**config.mk**
```make
export PLATFORM = sky130hd
export DESIGN_NAME = pyc_stream_packer
export DESIGN_NICKNAME = d
export VERILOG_FILES = /design/src/rtl/pyc_stream_packer_pkg.sv /design/src/rtl/pyc_stream_packer.sv
export SDC_FILE = /design/constraint.sdc
export NUM_CORES = 1
export LEC_CHECK = 0
export CAP_MARGIN = 10
export CORE_MARGIN = 2
export CORE_UTILIZATION = 35
export CTS_BUF_LIST = sky130_fd_sc_hd__clkbuf_16
export DETAILED_ROUTE_END_ITERATION = 10
export PLACE_DENSITY = 0.69
export SLEW_MARGIN = 0
export SYNTH_ARGS = -nofsm -noshare
export SYNTH_HDL_FRONTEND = slang
export SYNTH_SLANG_ARGS = --single-unit
export TNS_END_PERCENT = 1
```
**constraint.sdc**
```tcl
create_clock -name clk -period 1.7 [get_ports clk]
set_input_delay 0.255 -clock clk [delete_from_list [all_inputs] [get_ports clk]]
set_output_delay 0.255 -clock clk [all_outputs]
set_load 0.02 [all_outputs]
```
**src/rtl/pyc_stream_packer_pkg.sv**
```systemverilog
// pyc_stream_packer_pkg
// Shared helpers for the stream packer. Holds pyc_clog2, which sizes the
// lane counter and the optional idle counter.
// No ports (package).
package pyc_stream_packer_pkg;

    // Ceiling log2 with a floor of one bit, so a counter is never zero-width.
    function automatic int pyc_clog2(input int value);
        int result;
        result = 0;
        while ((1 << result) < value) begin
            result = result + 1;
        end
        if (result == 0) begin
            result = 1;
        end
        return result;
    endfunction

endpackage

```
**src/rtl/pyc_stream_packer.sv**
```systemverilog
// pyc_stream_packer
// Ready/valid width upsizer: packs RATIO consecutive WIDTH-bit words into one
// WIDTH*RATIO-bit beat. in_last closes a beat early; out_keep marks the
// populated lanes and out_last marks a beat closed by in_last.
//
// Optional feature macro: PYC_STREAM_PACKER_TIMEOUT_EN
//   When defined, a partial beat left idle for TIMEOUT cycles is flushed
//   with out_last=0. When undefined, a partial beat waits indefinitely.
//
// Ports:
//   clk        single clock
//   rst        synchronous active-high reset
//   in_valid   input word valid
//   in_ready   packer accepts the input word this cycle
//   in_data    input word (WIDTH bits)
//   in_last    final word of a packet, closes the current beat
//   out_valid  output beat valid
//   out_ready  consumer accepts the beat
//   out_data   packed beat, lane i = bits [i*WIDTH +: WIDTH]
//   out_keep   lane i holds valid data
//   out_last   beat was closed by in_last
module pyc_stream_packer
    import pyc_stream_packer_pkg::*;
#(
    parameter int WIDTH   = 8,
    parameter int RATIO   = 4,
    parameter int TIMEOUT = 16
) (
    input  logic                   clk,
    input  logic                   rst,
    input  logic                   in_valid,
    output logic                   in_ready,
    input  logic [WIDTH-1:0]       in_data,
    input  logic                   in_last,
    output logic                   out_valid,
    input  logic                   out_ready,
    output logic [WIDTH*RATIO-1:0] out_data,
    output logic [RATIO-1:0]       out_keep,
    output logic                   out_last
);

    localparam int CNT_W = pyc_clog2(RATIO);
    localparam int ACC_W = WIDTH * (RATIO - 1);
    localparam logic [CNT_W-1:0] LAST_LANE = CNT_W'(RATIO - 1);

    logic [CNT_W-1:0]       cnt;
    logic [ACC_W-1:0]       acc;
    logic                   out_valid_r;
    logic [WIDTH*RATIO-1:0] data_r;
    logic [RATIO-1:0]       keep_r;
    logic                   last_r;

    logic                   accept;
    logic                   complete;
    logic                   pop;
    logic                   flush;
    logic [WIDTH*RATIO-1:0] full_data;
    logic [RATIO-1:0]       full_keep;
    logic [WIDTH*RATIO-1:0] part_data;
    logic [RATIO-1:0]       part_keep;

    assign out_valid = out_valid_r;
    assign out_data  = data_r;
    assign out_keep  = keep_r;
    assign out_last  = last_r;

    // The stall rule is deliberately coarse: a held output beat blocks every
    // input word, even one that would only land in the accumulator.
    assign in_ready = ~out_valid_r | out_ready;
    assign accept   = in_valid & in_ready;
    assign complete = accept & (in_last | (cnt == LAST_LANE));
    assign pop      = out_valid_r & out_ready;

    // Candidate beats. Accumulator lanes at or above cnt are always zero,
    // so the incoming word can simply overwrite lane cnt.
    always_comb begin
        full_data = '0;
        full_keep = '0;
        part_data = '0;
        part_keep = '0;
        for (int i = 0; i < RATIO - 1; i++) begin
            full_data[i*WIDTH +: WIDTH] = acc[i*WIDTH +: WIDTH];
            part_data[i*WIDTH +: WIDTH] = acc[i*WIDTH +: WIDTH];
        end
        for (int i = 0; i < RATIO; i++) begin
            if (cnt == CNT_W'(i)) begin
                full_data[i*WIDTH +: WIDTH] = in_data;
            end
            full_keep[i] = (CNT_W'(i) <= cnt);
            part_keep[i] = (CNT_W'(i) < cnt);
        end
    end

`ifdef PYC_STREAM_PACKER_TIMEOUT_EN
    localparam int IDLE_W = pyc_clog2(TIMEOUT + 1);
    localparam logic [IDLE_W-1:0] IDLE_LIMIT = IDLE_W'(TIMEOUT);

    logic [IDLE_W-1:0] idle;

    // The flush loses to an accept and waits for a free or draining output
    // stage; the counter saturates at the limit while it waits.
    assign flush = ~accept & (cnt != '0) & (idle == IDLE_LIMIT) & in_ready;

    always_ff @(posedge clk) begin
        if (rst) begin
            idle <= '0;
        end else if (accept || flush || (cnt == '0)) begin
            idle <= '0;
        end else if (idle != IDLE_LIMIT) begin
            idle <= idle + IDLE_W'(1);
        end
    end
`else
    assign flush = 1'b0;
`endif

    // Output stage: a completing word or a flush reloads it (even while the
    // previous beat is being popped); otherwise a pop empties it to zeros.
    always_ff @(posedge clk) begin
        if (rst) begin
            out_valid_r <= 1'b0;
            data_r      <= '0;
            keep_r      <= '0;
            last_r      <= 1'b0;
        end else if (complete) begin
            out_valid_r <= 1'b1;
            data_r      <= full_data;
            keep_r      <= full_keep;
            last_r      <= in_last;
        end else if (flush) begin
            out_valid_r <= 1'b1;
            data_r      <= part_data;
            keep_r      <= part_keep;
            last_r      <= 1'b0;
        end else if (pop) begin
            out_valid_r <= 1'b0;
            data_r      <= '0;
            keep_r      <= '0;
            last_r      <= 1'b0;
        end
    end

    // Accumulator and lane count. Lanes are cleared on hand-off so the beat
    // builder can rely on unused lanes being zero.
    always_ff @(posedge clk) begin
        if (rst) begin
            cnt <= '0;
            acc <= '0;
        end else if (complete || flush) begin
            cnt <= '0;
            acc <= '0;
        end else if (accept) begin
            for (int i = 0; i < RATIO - 1; i++) begin
                if (cnt == CNT_W'(i)) begin
                    acc[i*WIDTH +: WIDTH] <= in_data;
                end
            end
            cnt <= cnt + CNT_W'(1);
        end
    end

`ifndef SYNTHESIS
    initial begin
        if (RATIO < 2 || WIDTH < 1 || TIMEOUT < 1) begin
            $display("ERROR: pyc_stream_packer bad parameters WIDTH=%0d RATIO=%0d TIMEOUT=%0d",
                     WIDTH, RATIO, TIMEOUT);
            $finish;
        end
    end
`endif

endmodule
```
==> metrics <==
Synth Area in Compound Gates 0.240; mux share of post-synthesis cell area 0.0935; HP Class reg2reg; Pwr per Cell Area 1070 mW/mm^2; Clk Latency, worst-skew pair 320 ps; top sig layer met4; vias in the first global route 2,059; Clk pin slew, worst setup/hold paths 50 ps; met3 wire len 352 um; clk root buf clkbuf_16; FF/Latch Area 0.00126 mm^2; Routed wire per std cell 15.9 um; CP required 1440 ps; Post-Synth XOR/XNOR Area 0; Syn Inst Count 249; Vert. Die Dim 89.7 um; WHS Path Cells 1; largest family of logic cells by synthesized area compound AO/OA/AOI/OAI gates; RSZ-0062 raised after global routing no; DIE AREA 0.00804 mm^2; row cnt 31; Slew headroom 0.710; critical setup path kind reg2out; commonest non-fill, non-tap cell in the layout dfxtp_1; skew final 4.11 ps; final hold violation count 0; largest net degree at the start of global routing 27; status finished, final reports clean; final setup violation count 0; EDFF count, synth 0; CP startpoint kind flip-flop; Starting Density 0.358; Non-Filler Instances 410; worst vdd ir 0.000792 V; Synth Area in Simple Gates 0.0886; CP Capture Type primary output; CTS tree done; GRT Overall Usage 0.173; Vias 2,126; fillers 659; fin crit period 1630 ps; unique cell type count in the Yosys netlist 26; P_leak 0.00126 uW; share of cells above drive strength 1 0.109; sequential area share after synthesis 0.491; Slew Viols, Final 0; Mean Syn Cell Area 10.3 um^2; Setup WS pre-CTS -105 ps; M1 WL 3.06 mm; total gr overflow 0; TNS Setup 0 ps; max-capacitance violation count 0; first-pass GRT wire length 10.4 mm; area grow syn2layout 37.5%; Cells after DPL 394; most frequent cells in the layout dfxtp_1 (63), clkdlybuf4s50_1 (50), a21oi_1 (27); Worst EP arrival 1370 ps; area occupied by multi-input gates 0.00113 mm^2; worst slew pin tran 433 ps; Final WS setup 74.0 ps; Final period util 0.956; Crit Path Max Fanout 4; Die Wd 89.7 um; Top Ports 52; antenna violations before repair 0; Nets 323; Longest Clk Path Bufs 2; Synthesized Nets 266; # Post-CTS Setup Buffers 0; vias per cell 5.19; DRT iter0 DRCs 138; Antenna diodes 0; r2r worst-path depth 6; Peak Freq 615 MHz; Sink Count 63; Most used DFF post-synth dfxtp_1; drt pass-1 iters 4; FFs w/ async S/R, synth 0; Yosys reg bits 63; Num CTS Buffers 9; hold buffers post-CTS 0; Total Routed Length 6.53 mm; htree depth 3; Synth Area in Adders 0.0195; antenna viol nets, final 0; GP Congestion 0.824; Post-DP HPWL 4.21 mm; met2 WL 3.01 mm; Post-Syn Area 0.00257 mm^2; Core ar. 0.00718 mm^2; port bufs 51; DRC violations left 0; Syn. warnings 0
[through the flow]
stage               hold WS, ps  instance area, um^2  utilization  power (uW)
finish                      452                 3530        0.492        3800
global route                462                 3530        0.492        3930
CTS                         453                 3530        0.492        3830
detailed placement          442                 3230        0.450        1960
global placement            437                 3230        0.450        1960
floorplan                   327                 2570            -        1800
[critical path, stage by stage, from the launching register on]
cell and delay (ps):
dfxtp_1 320, buf_4 130, clkdlybuf4s50_1 600
[power breakdown]
group / total [uW] / leakage [uW] / switching (uW) / internal (uW)
sequential: 1540 / 0.000510 / 18.9 / 1520
combinational: 394 / 0.000591 / 220 / 174
clock: 1860 / 0.000157 / 607 / 1260
[cells in the mapped netlist (2+ instances only)]
cell type	n	area share
a21oi_1	27	0.053
a22o_1	8	0.027
and2_1	3	0.0073
buf_2	11	0.021
buf_4	6	0.018
buf_6	5	0.022
dfxtp_1	63	0.49
ha_1	4	0.019
inv_1	3	0.0044
mux2i_1	24	0.093
nand2_1	3	0.0044
nand3_1	26	0.051
nor2_1	2	0.0029
nor2b_1	2	0.0049
o21ai_0	26	0.051
o2bb2ai_1	26	0.089
[path summary, 6_finish.rpt]
path                from     endpoint  slack (ps)
min          out_keep[3]  out_keep[3]         450
min reg2reg  out_keep[3]  out_keep[3]         450
max reg2reg       cnt[0]      acc[19]          90
max          out_keep[0]    out_valid          70
[layer usage]
layer,global-route usage,vias to the layer above
met4,0.0488,0
li1,-,1034
met5,0,-
met2,0.250,68
met3,0.0594,8
met1,0.246,1016
[registers in the layout (all words and copies together) (netlist names)]
signal    cells
out_last      1
cnt           2
out_keep      4
out_data     32
acc          24
[cell type report]
| cell class | instances | area share |
|---|---|---|
| Inverter | 4 | 0.00425 |
| Sequential cell | 63 | 0.357 |
| Tap cell | 99 | 0.0351 |
| Timing Repair Buffer | 69 | 0.197 |
| Clock inverter | 7 | 0.0227 |
| Multi-Input combinational cell | 159 | 0.321 |
| Clock buffer | 9 | 0.0637 |
[what timing repair did]
| action | in CTS | in global routing |
|---|---|---|
| resized for setup | 1 | 0 |
| endpoints found under the setup margin | 1 | 0 |
| endpoints found under the hold margin | 0 | 0 |
[logic make-up after synthesis]
group,count (synthesis)
DFF,63
AOI/OAI and AO/OA,91
adders and majority gates,4
muxes,24
buffers and inverters,27
and+or+nand+nor,40
No activity file was read; power rests on OpenSTA's default activity.
